`src/rtl/melody_sequencer_pkg.sv`:
```
`default_nettype none
// +-----------------------------------------------------------------------------+
// | Module   : melody_sequencer_pkg                                             |
// | Purpose  : Shared state encoding, ROM field widths and saturating adder.    |
// | Revision : 1.0 - initial release                                            |
// +-----------------------------------------------------------------------------+
package melody_sequencer_pkg;

    localparam int c_MOD_W   = 7;
    localparam int c_DUR_W   = 5;
    localparam int c_ENTRY_W = c_MOD_W + c_DUR_W;
    localparam int c_IDX_W   = 4;

    typedef enum logic [2:0] {
        S_IDLE = 3'd0,
        S_LOAD = 3'd1,
        S_PLAY = 3'd2,
        S_GAP  = 3'd3,
        S_DONE = 3'd4
    } seq_state_e;

    // One extra bit of headroom; any carry into it means the sum exceeded 127.
    function automatic logic [c_MOD_W-1:0] sat_add(input logic [c_MOD_W-1:0] a,
                                                   input logic [c_MOD_W-1:0] b);
        logic [c_MOD_W:0] sum;
        sum = {1'b0, a} + {1'b0, b};
        return sum[c_MOD_W] ? {c_MOD_W{1'b1}} : sum[c_MOD_W-1:0];
    endfunction

endpackage
`default_nettype wire

```
`src/rtl/melody_sequencer_seq_rom.sv`:
```
`default_nettype none
// +-----------------------------------------------------------------------------+
// | Module   : seq_rom                                                          |
// | Purpose  : Pattern ROM {mod, dur}, synchronous read with 1-cycle latency.   |
// | Revision : 1.0 - initial release                                            |
// +-----------------------------------------------------------------------------+
module seq_rom
    import melody_sequencer_pkg::*;
#(
    parameter int NUM_STEPS = 16
) (
    input  logic                 clockIn,
    input  logic [c_IDX_W-1:0]   i_addr,
    output logic [c_ENTRY_W-1:0] o_data
);

    logic [c_ENTRY_W-1:0] w_entry;
    logic [c_ENTRY_W-1:0] r_data;

    always_comb begin
        w_entry = '0;
        case (i_addr)
            4'd0:    w_entry = {7'd0,   5'd3};
            4'd1:    w_entry = {7'd20,  5'd1};
            4'd2:    w_entry = {7'd127, 5'd2};
            default: w_entry = '0;
        endcase
    end

    // Addresses beyond the configured depth read as end-of-pattern markers.
    always_ff @(posedge clockIn) begin
        r_data <= (int'(i_addr) < NUM_STEPS) ? w_entry : '0;
    end

    assign o_data = r_data;

endmodule
`default_nettype wire

```
`src/rtl/melody_sequencer.sv`:
```
`default_nettype none
// +-----------------------------------------------------------------------------+
// | Module   : melody_sequencer                                                 |
// | Purpose  : Steps a note pattern, driving modulador/gate for the tone divider.|
// | Revision : 1.0 - initial release                                            |
// +-----------------------------------------------------------------------------+
module melody_sequencer
    import melody_sequencer_pkg::*;
#(
    parameter int FREC_IN   = 25000,
    parameter int TICK_HZ   = 100,
    parameter int NUM_STEPS = 16,
    parameter int GAP_TICKS = 2
) (
    input  logic               clockIn,
    input  logic               reset,
    input  logic               start,
    input  logic               stop,
    input  logic               loop_en,
    input  logic [c_MOD_W-1:0] offset,
    output logic [c_MOD_W-1:0] modulador,
    output logic               gate,
    output logic [c_IDX_W-1:0] step_idx,
    output logic               busy,
    output logic               done
);

    localparam int c_TICK_CYC = FREC_IN / TICK_HZ;
    localparam int c_PRE_W    = (c_TICK_CYC > 1) ? $clog2(c_TICK_CYC) : 1;
    localparam int c_GAP_W    = (GAP_TICKS > 0) ? $clog2(GAP_TICKS + 1) : 1;

    localparam logic [c_PRE_W-1:0] c_TICK_LAST = c_PRE_W'(c_TICK_CYC - 1);
    localparam logic [c_GAP_W-1:0] c_GAP_LOAD  = c_GAP_W'(GAP_TICKS);
    localparam logic [c_IDX_W-1:0] c_LAST_STEP = c_IDX_W'(NUM_STEPS - 1);

    seq_state_e           r_state,   w_stateNext;
    logic                 r_loadPh,  w_loadPhNext;
    logic [c_PRE_W-1:0]   r_pre,     w_preNext;
    logic [c_DUR_W-1:0]   r_durCnt,  w_durNext;
    logic [c_GAP_W-1:0]   r_gapCnt,  w_gapNext;
    logic [c_IDX_W-1:0]   r_stepIdx, w_stepNext;
    logic [c_MOD_W-1:0]   r_mod,     w_modNext;
    logic                 r_gate,    w_gateNext;

    logic [c_ENTRY_W-1:0] w_romData;
    logic [c_MOD_W-1:0]   w_romMod;
    logic [c_DUR_W-1:0]   w_romDur;
    logic                 w_tick;
    seq_state_e           w_endState, w_nxtState;
    logic [c_IDX_W-1:0]   w_endStep,  w_nxtStep;

    seq_rom #(
        .NUM_STEPS (NUM_STEPS)
    ) u_rom (
        .clockIn (clockIn),
        .i_addr  (r_stepIdx),
        .o_data  (w_romData)
    );

    assign w_romMod = w_romData[c_ENTRY_W-1:c_DUR_W];
    assign w_romDur = w_romData[c_DUR_W-1:0];
    assign w_tick   = (r_pre == c_TICK_LAST);

    // End rule and next-step rule, shared by LOAD, PLAY and GAP.
    always_comb begin
        w_endState = loop_en ? S_LOAD : S_DONE;
        w_endStep  = loop_en ? '0 : r_stepIdx;
        if (r_stepIdx == c_LAST_STEP) begin
            w_nxtState = w_endState;
            w_nxtStep  = w_endStep;
        end else begin
            w_nxtState = S_LOAD;
            w_nxtStep  = r_stepIdx + c_IDX_W'(1);
        end
    end

    always_comb begin
        w_stateNext  = r_state;
        w_loadPhNext = 1'b0;
        w_preNext    = '0;
        w_durNext    = r_durCnt;
        w_gapNext    = r_gapCnt;
        w_stepNext   = r_stepIdx;
        w_modNext    = r_mod;
        w_gateNext   = r_gate;

        case (r_state)
            S_IDLE: begin
                if (start) begin
                    w_stateNext = S_LOAD;
                    w_stepNext  = '0;
                end
            end
            S_LOAD: begin
                // First cycle waits for the registered ROM read of step_idx.
                if (!r_loadPh) begin
                    w_loadPhNext = 1'b1;
                end else if (w_romDur == '0) begin
                    w_stateNext = w_endState;
                    w_stepNext  = w_endStep;
                end else begin
                    w_modNext   = sat_add(w_romMod, offset);
                    w_durNext   = w_romDur;
                    w_gateNext  = 1'b1;
                    w_stateNext = S_PLAY;
                end
            end
            S_PLAY: begin
                w_preNext = w_tick ? '0 : r_pre + c_PRE_W'(1);
                if (w_tick) begin
                    w_durNext = r_durCnt - c_DUR_W'(1);
                    if (r_durCnt == c_DUR_W'(1)) begin
                        w_gateNext = 1'b0;
                        if (GAP_TICKS > 0) begin
                            w_stateNext = S_GAP;
                            w_gapNext   = c_GAP_LOAD;
                        end else begin
                            w_stateNext = w_nxtState;
                            w_stepNext  = w_nxtStep;
                        end
                    end
                end
            end
            S_GAP: begin
                w_preNext = w_tick ? '0 : r_pre + c_PRE_W'(1);
                if (w_tick) begin
                    w_gapNext = r_gapCnt - c_GAP_W'(1);
                    if (r_gapCnt == c_GAP_W'(1)) begin
                        w_stateNext = w_nxtState;
                        w_stepNext  = w_nxtStep;
                    end
                end
            end
            S_DONE: begin
                w_stateNext = S_IDLE;
            end
            default: begin
                w_stateNext = S_IDLE;
            end
        endcase

        // Abort overrides everything, including a start in the same cycle.
        if (stop) begin
            w_stateNext  = S_IDLE;
            w_gateNext   = 1'b0;
            w_stepNext   = r_stepIdx;
            w_modNext    = r_mod;
            w_loadPhNext = 1'b0;
            w_preNext    = '0;
        end
    end

    always_ff @(posedge clockIn) begin
        if (reset) begin
            r_state   <= S_IDLE;
            r_loadPh  <= 1'b0;
            r_pre     <= '0;
            r_durCnt  <= '0;
            r_gapCnt  <= '0;
            r_stepIdx <= '0;
            r_mod     <= '0;
            r_gate    <= 1'b0;
        end else begin
            r_state   <= w_stateNext;
            r_loadPh  <= w_loadPhNext;
            r_pre     <= w_preNext;
            r_durCnt  <= w_durNext;
            r_gapCnt  <= w_gapNext;
            r_stepIdx <= w_stepNext;
            r_mod     <= w_modNext;
            r_gate    <= w_gateNext;
        end
    end

    assign modulador = r_mod;
    assign gate      = r_gate;
    assign step_idx  = r_stepIdx;
    assign busy      = (r_state != S_IDLE);
    assign done      = (r_state == S_DONE);

endmodule
`default_nettype wire

```
`config.mk`:
```
export PLATFORM = sky130hd
export DESIGN_NAME = melody_sequencer
export DESIGN_NICKNAME = d
export VERILOG_FILES = /design/src/rtl/melody_sequencer_pkg.sv /design/src/rtl/melody_sequencer_seq_rom.sv /design/src/rtl/melody_sequencer.sv
export SDC_FILE = /design/constraint.sdc
export NUM_CORES = 1
export LEC_CHECK = 0
export ABC_AREA = 1
export CAP_MARGIN = 20
export CORE_UTILIZATION = 45
export CTS_BUF_LIST = sky130_fd_sc_hd__clkbuf_16
export CTS_CLUSTER_DIAMETER = 80
export DETAILED_ROUTE_END_ITERATION = 7
export PLACE_DENSITY = 0.78
export SYNTH_ARGS = -nofsm -noshare
export SYNTH_HDL_FRONTEND = slang
export SYNTH_SLANG_ARGS = --single-unit
```
`constraint.sdc`:
```
create_clock -name clockIn -period 1.7 [get_ports clockIn]
set_input_delay 0.34 -clock clockIn [delete_from_list [all_inputs] [get_ports clockIn]]
set_output_delay 0.34 -clock clockIn [all_outputs]
set_load 0.1 [all_outputs]
```
==> impl_metrics.csv <==
group,metric,value,unit
sta,tightest_slew,0.419,ns
final_layout,area_growth,39.2,%
sta,setup_ws,0.0952,ns
yosys,synth_area,2160,um^2
routing,vias,2125,
placed_design,dpl.hpwl,3.53,mm
global_routing,overflow,0,
critical_path,crit_type,"in2reg",
sta,fmaxAchievable,623,MHz
min_path,hold_class,"reg2reg",
routing,via_per_inst,5.04,
final_layout,final_util,0.672,
clock_network,cts-buffers-inserted,5,
yosys,synth_seq_cells,35,
global_routing,grt_max_degree,14,
outcome,violations,"design-rule violations",
yosys,syn_inst,321,
global_routing,grt_pass1_vias,1985,
routing,routed_wl,4.97,mm
final_layout,final_nets,398,
placed_design,gp_congestion,0.845,
yosys,ys_types,29,
global_routing,antenna_found_initial,0,
sta,slew_viol_final,0,
sta,finClkSkew,0.00938,ns
routing,ant_nets,0,
die,die_h,71.3,um
die,coreArea,4470,um^2
critical_path,crit_arrival,1.77,ns
routing,firstDrtPassIters,6,
critical_path,cp.required,1.87,ns
power,p_leak,0.00141,uW
routing,wire_per_inst,11.8,um
power,powerDensity,756,nW/um^2
placed_design,port-buffer-count,25,
clock_network,worstSkewPairLatency,0.28,ns
global_routing,track_usage,0.207,
yosys,ys_seq_area_frac,0.324,
die,fp.dieW,71.3,um
yosys,yosysWarnings,0,
sta,hold_ws,0.470,ns
die,dieArea,5080,um^2
sta,finalCritPeriodShare,0.944,
global_routing,grt_pass1_wl,8.34,mm
sta,setup_viol,0,
clock_network,postCtsSetupBuffers,0,
clock_network,clkSinkCount,35,
outcome,outcome,"finished, violations left",
yosys,syn-num-nets,350,
routing,drtIter0Drc,151,
critical_path,worstPathMaxFanout,4,
sta,period_minus_slack,1.60,ns
final_layout,drive_above_1_share,0.219,
yosys,syn_area_per_cell,6.73,um^2
critical_path,cp-end-kind,"flip-flop",
sta,hold_viol_final,0,
sta,relSlewSlack,0.720,
final_layout,diodes,0,
die,initial_core_util,0.483,
clock_network,htree_levels,2,
power,vdd_drop_max,0.483,mV
clock_network,cts_root_buf,"clkbuf_16",
die,rows,24,
clock_network,path_clk_slew,0.05,ns
clock_network,cts_tree,"yes",
job,drv_cap,0,
clock_network,clk_path_buf_depth,2,
die,pin_count,26,
critical_path,crit_path_start_kind,"input port",
placed_design,dpl_worst_slack,-0.493,ns
routing,drc,2,
## path summary, 6_finish.rpt
kind	end	slack [ns]	startpoint	cells after the start
worst max-delay path	modulador[6]	0.1	offset[3]	10
worst min-delay path	r_pre[0]	0.47	r_pre[0]	1
worst max register to register	modulador[6]	0.1	u_rom.o_data[10]	10
worst min register to register	r_pre[0]	0.47	r_pre[0]	1
## cell usage in the layout (no fill, tap or decap), drive strengths merged
cell / instances
xor2: 4
nor3b: 1
nand3b: 1
nand4: 4
o22ai: 1
nor2: 49
nand2: 78
clkinv: 3
ha: 16
a21oi: 18
fa: 1
dfxtp: 35
clkdlybuf4s50: 5
nor3: 8
clkbuf: 5
xnor2: 6
buf: 34
dlymetal6s2s: 6
o21ai: 21
inv: 50
nand3: 24
## critical path, cell delays in order
cell	delay, ns
clkdlybuf4s50_1	0.40
ha_1	0.35
a21oi_1	0.20
o21ai_2	0.10
nand2_2	0.08
nand2_1	0.05
nand2_1	0.06
nand2_1	0.04
nor2_1	0.10
nor2_1	0.05
## power by group
part / total [uW] / internal, uW / switching, uW
Combinational: 541 / 218 / 323
Clock: 838 / 526 / 312
Sequential: 895 / 856 / 38.8
Total: 2270 / 1600 / 674
## per-stage QoR
stage / total power (uW) / cells / instance area (um^2) / TNS, ns
after global routing: 2380 / 422 / 3010 / -0.00420
final: 2270 / 422 / 3010 / 0
after CTS: 2260 / 422 / 2900 / -0.00795
after detailed placement: 1410 / 414 / 2750 / -2.48
after global placement: 1410 / 414 / 2750 / -2.23
after floorplan: 1240 / 321 / 2170 / 0
## cells by family (layout without fill, tap and decap cells)
| group | after synthesis | after routing | synth area share |
|---|---|---|---|
| buffers and inverters | 54 | 103 | 0.101 |
| xor gates and xnor gates | 10 | 10 | 0.0406 |
| adders and majority gates | 17 | 17 | 0.102 |
| and+or+nand+nor | 165 | 165 | 0.338 |
| AOI/OAI and AO/OA | 40 | 40 | 0.0933 |
| DFF | 35 | 35 | 0.324 |
## cell type report
class	count	area (um^2)
inverters	50	189
well taps	52	65.1
multi-input cells	232	1350
repair buffers	45	556
clock buffers	5	125
flip-flops and latches	35	711
fillers	332	1470
clock inverters	3	11.3
## state kept, by name, summed over array words and instances, names as in the netlist
register,cells
r_gapCnt,2
modulador,7
r_state,3
u_rom.o_data,4
r_pre,8
gate,1
r_loadPh,1
r_durCnt,5
step_idx,4
## cell usage after synthesis
cell | instances | area (um^2)
nor2_2 | 1 | 6.26
nor2_4 | 2 | 22.5
xor2_1 | 4 | 35.0
buf_4 | 2 | 15.0
clkbuf_1 | 1 | 3.75
buf_6 | 1 | 11.3
dfxtp_1 | 35 | 701
o21ai_1 | 3 | 15.0
ha_1 | 16 | 200
nor3b_1 | 1 | 7.51
nand2_2 | 3 | 18.8
nand3_2 | 1 | 10.0
nor3_2 | 1 | 10.0
fa_1 | 1 | 20.0
inv_2 | 4 | 15.0
nand2_1 | 75 | 282
nand4_2 | 1 | 12.5
xnor2_1 | 6 | 52.6
nand3_1 | 22 | 110
nand3_4 | 1 | 17.5
nor3_1 | 7 | 35.0
nor2_1 | 46 | 173
inv_1 | 45 | 169
o21ai_0 | 18 | 90.1
a21oi_1 | 18 | 90.1
nand3b_1 | 1 | 7.51
clkinv_2 | 1 | 5.00
o22ai_1 | 1 | 6.26
nand4_1 | 3 | 18.8
## what timing repair did
action / 4_1_cts / 5_1_grt
endpoints found under the setup margin: 6 / 11
resized for setup: 6 / 23
cloned: 0 / 0
hold buffers: 0 / 0
pin swaps: 3 / 11
## per-layer routing
| layer | global-route usage | part of all wire | vias to the layer above |
|---|---|---|---|
| li1 | - | - | 1114 |
| met1 | 0.255 | 0.45 | 951 |
| met2 | 0.352 | 0.49 | 52 |
| met3 | 0.0478 | 0.044 | 8 |
| met4 | 0.0778 | 0.013 | 0 |
| met5 | 0 | 0 | - |
Note: power is estimated with default switching activity, not from simulation.
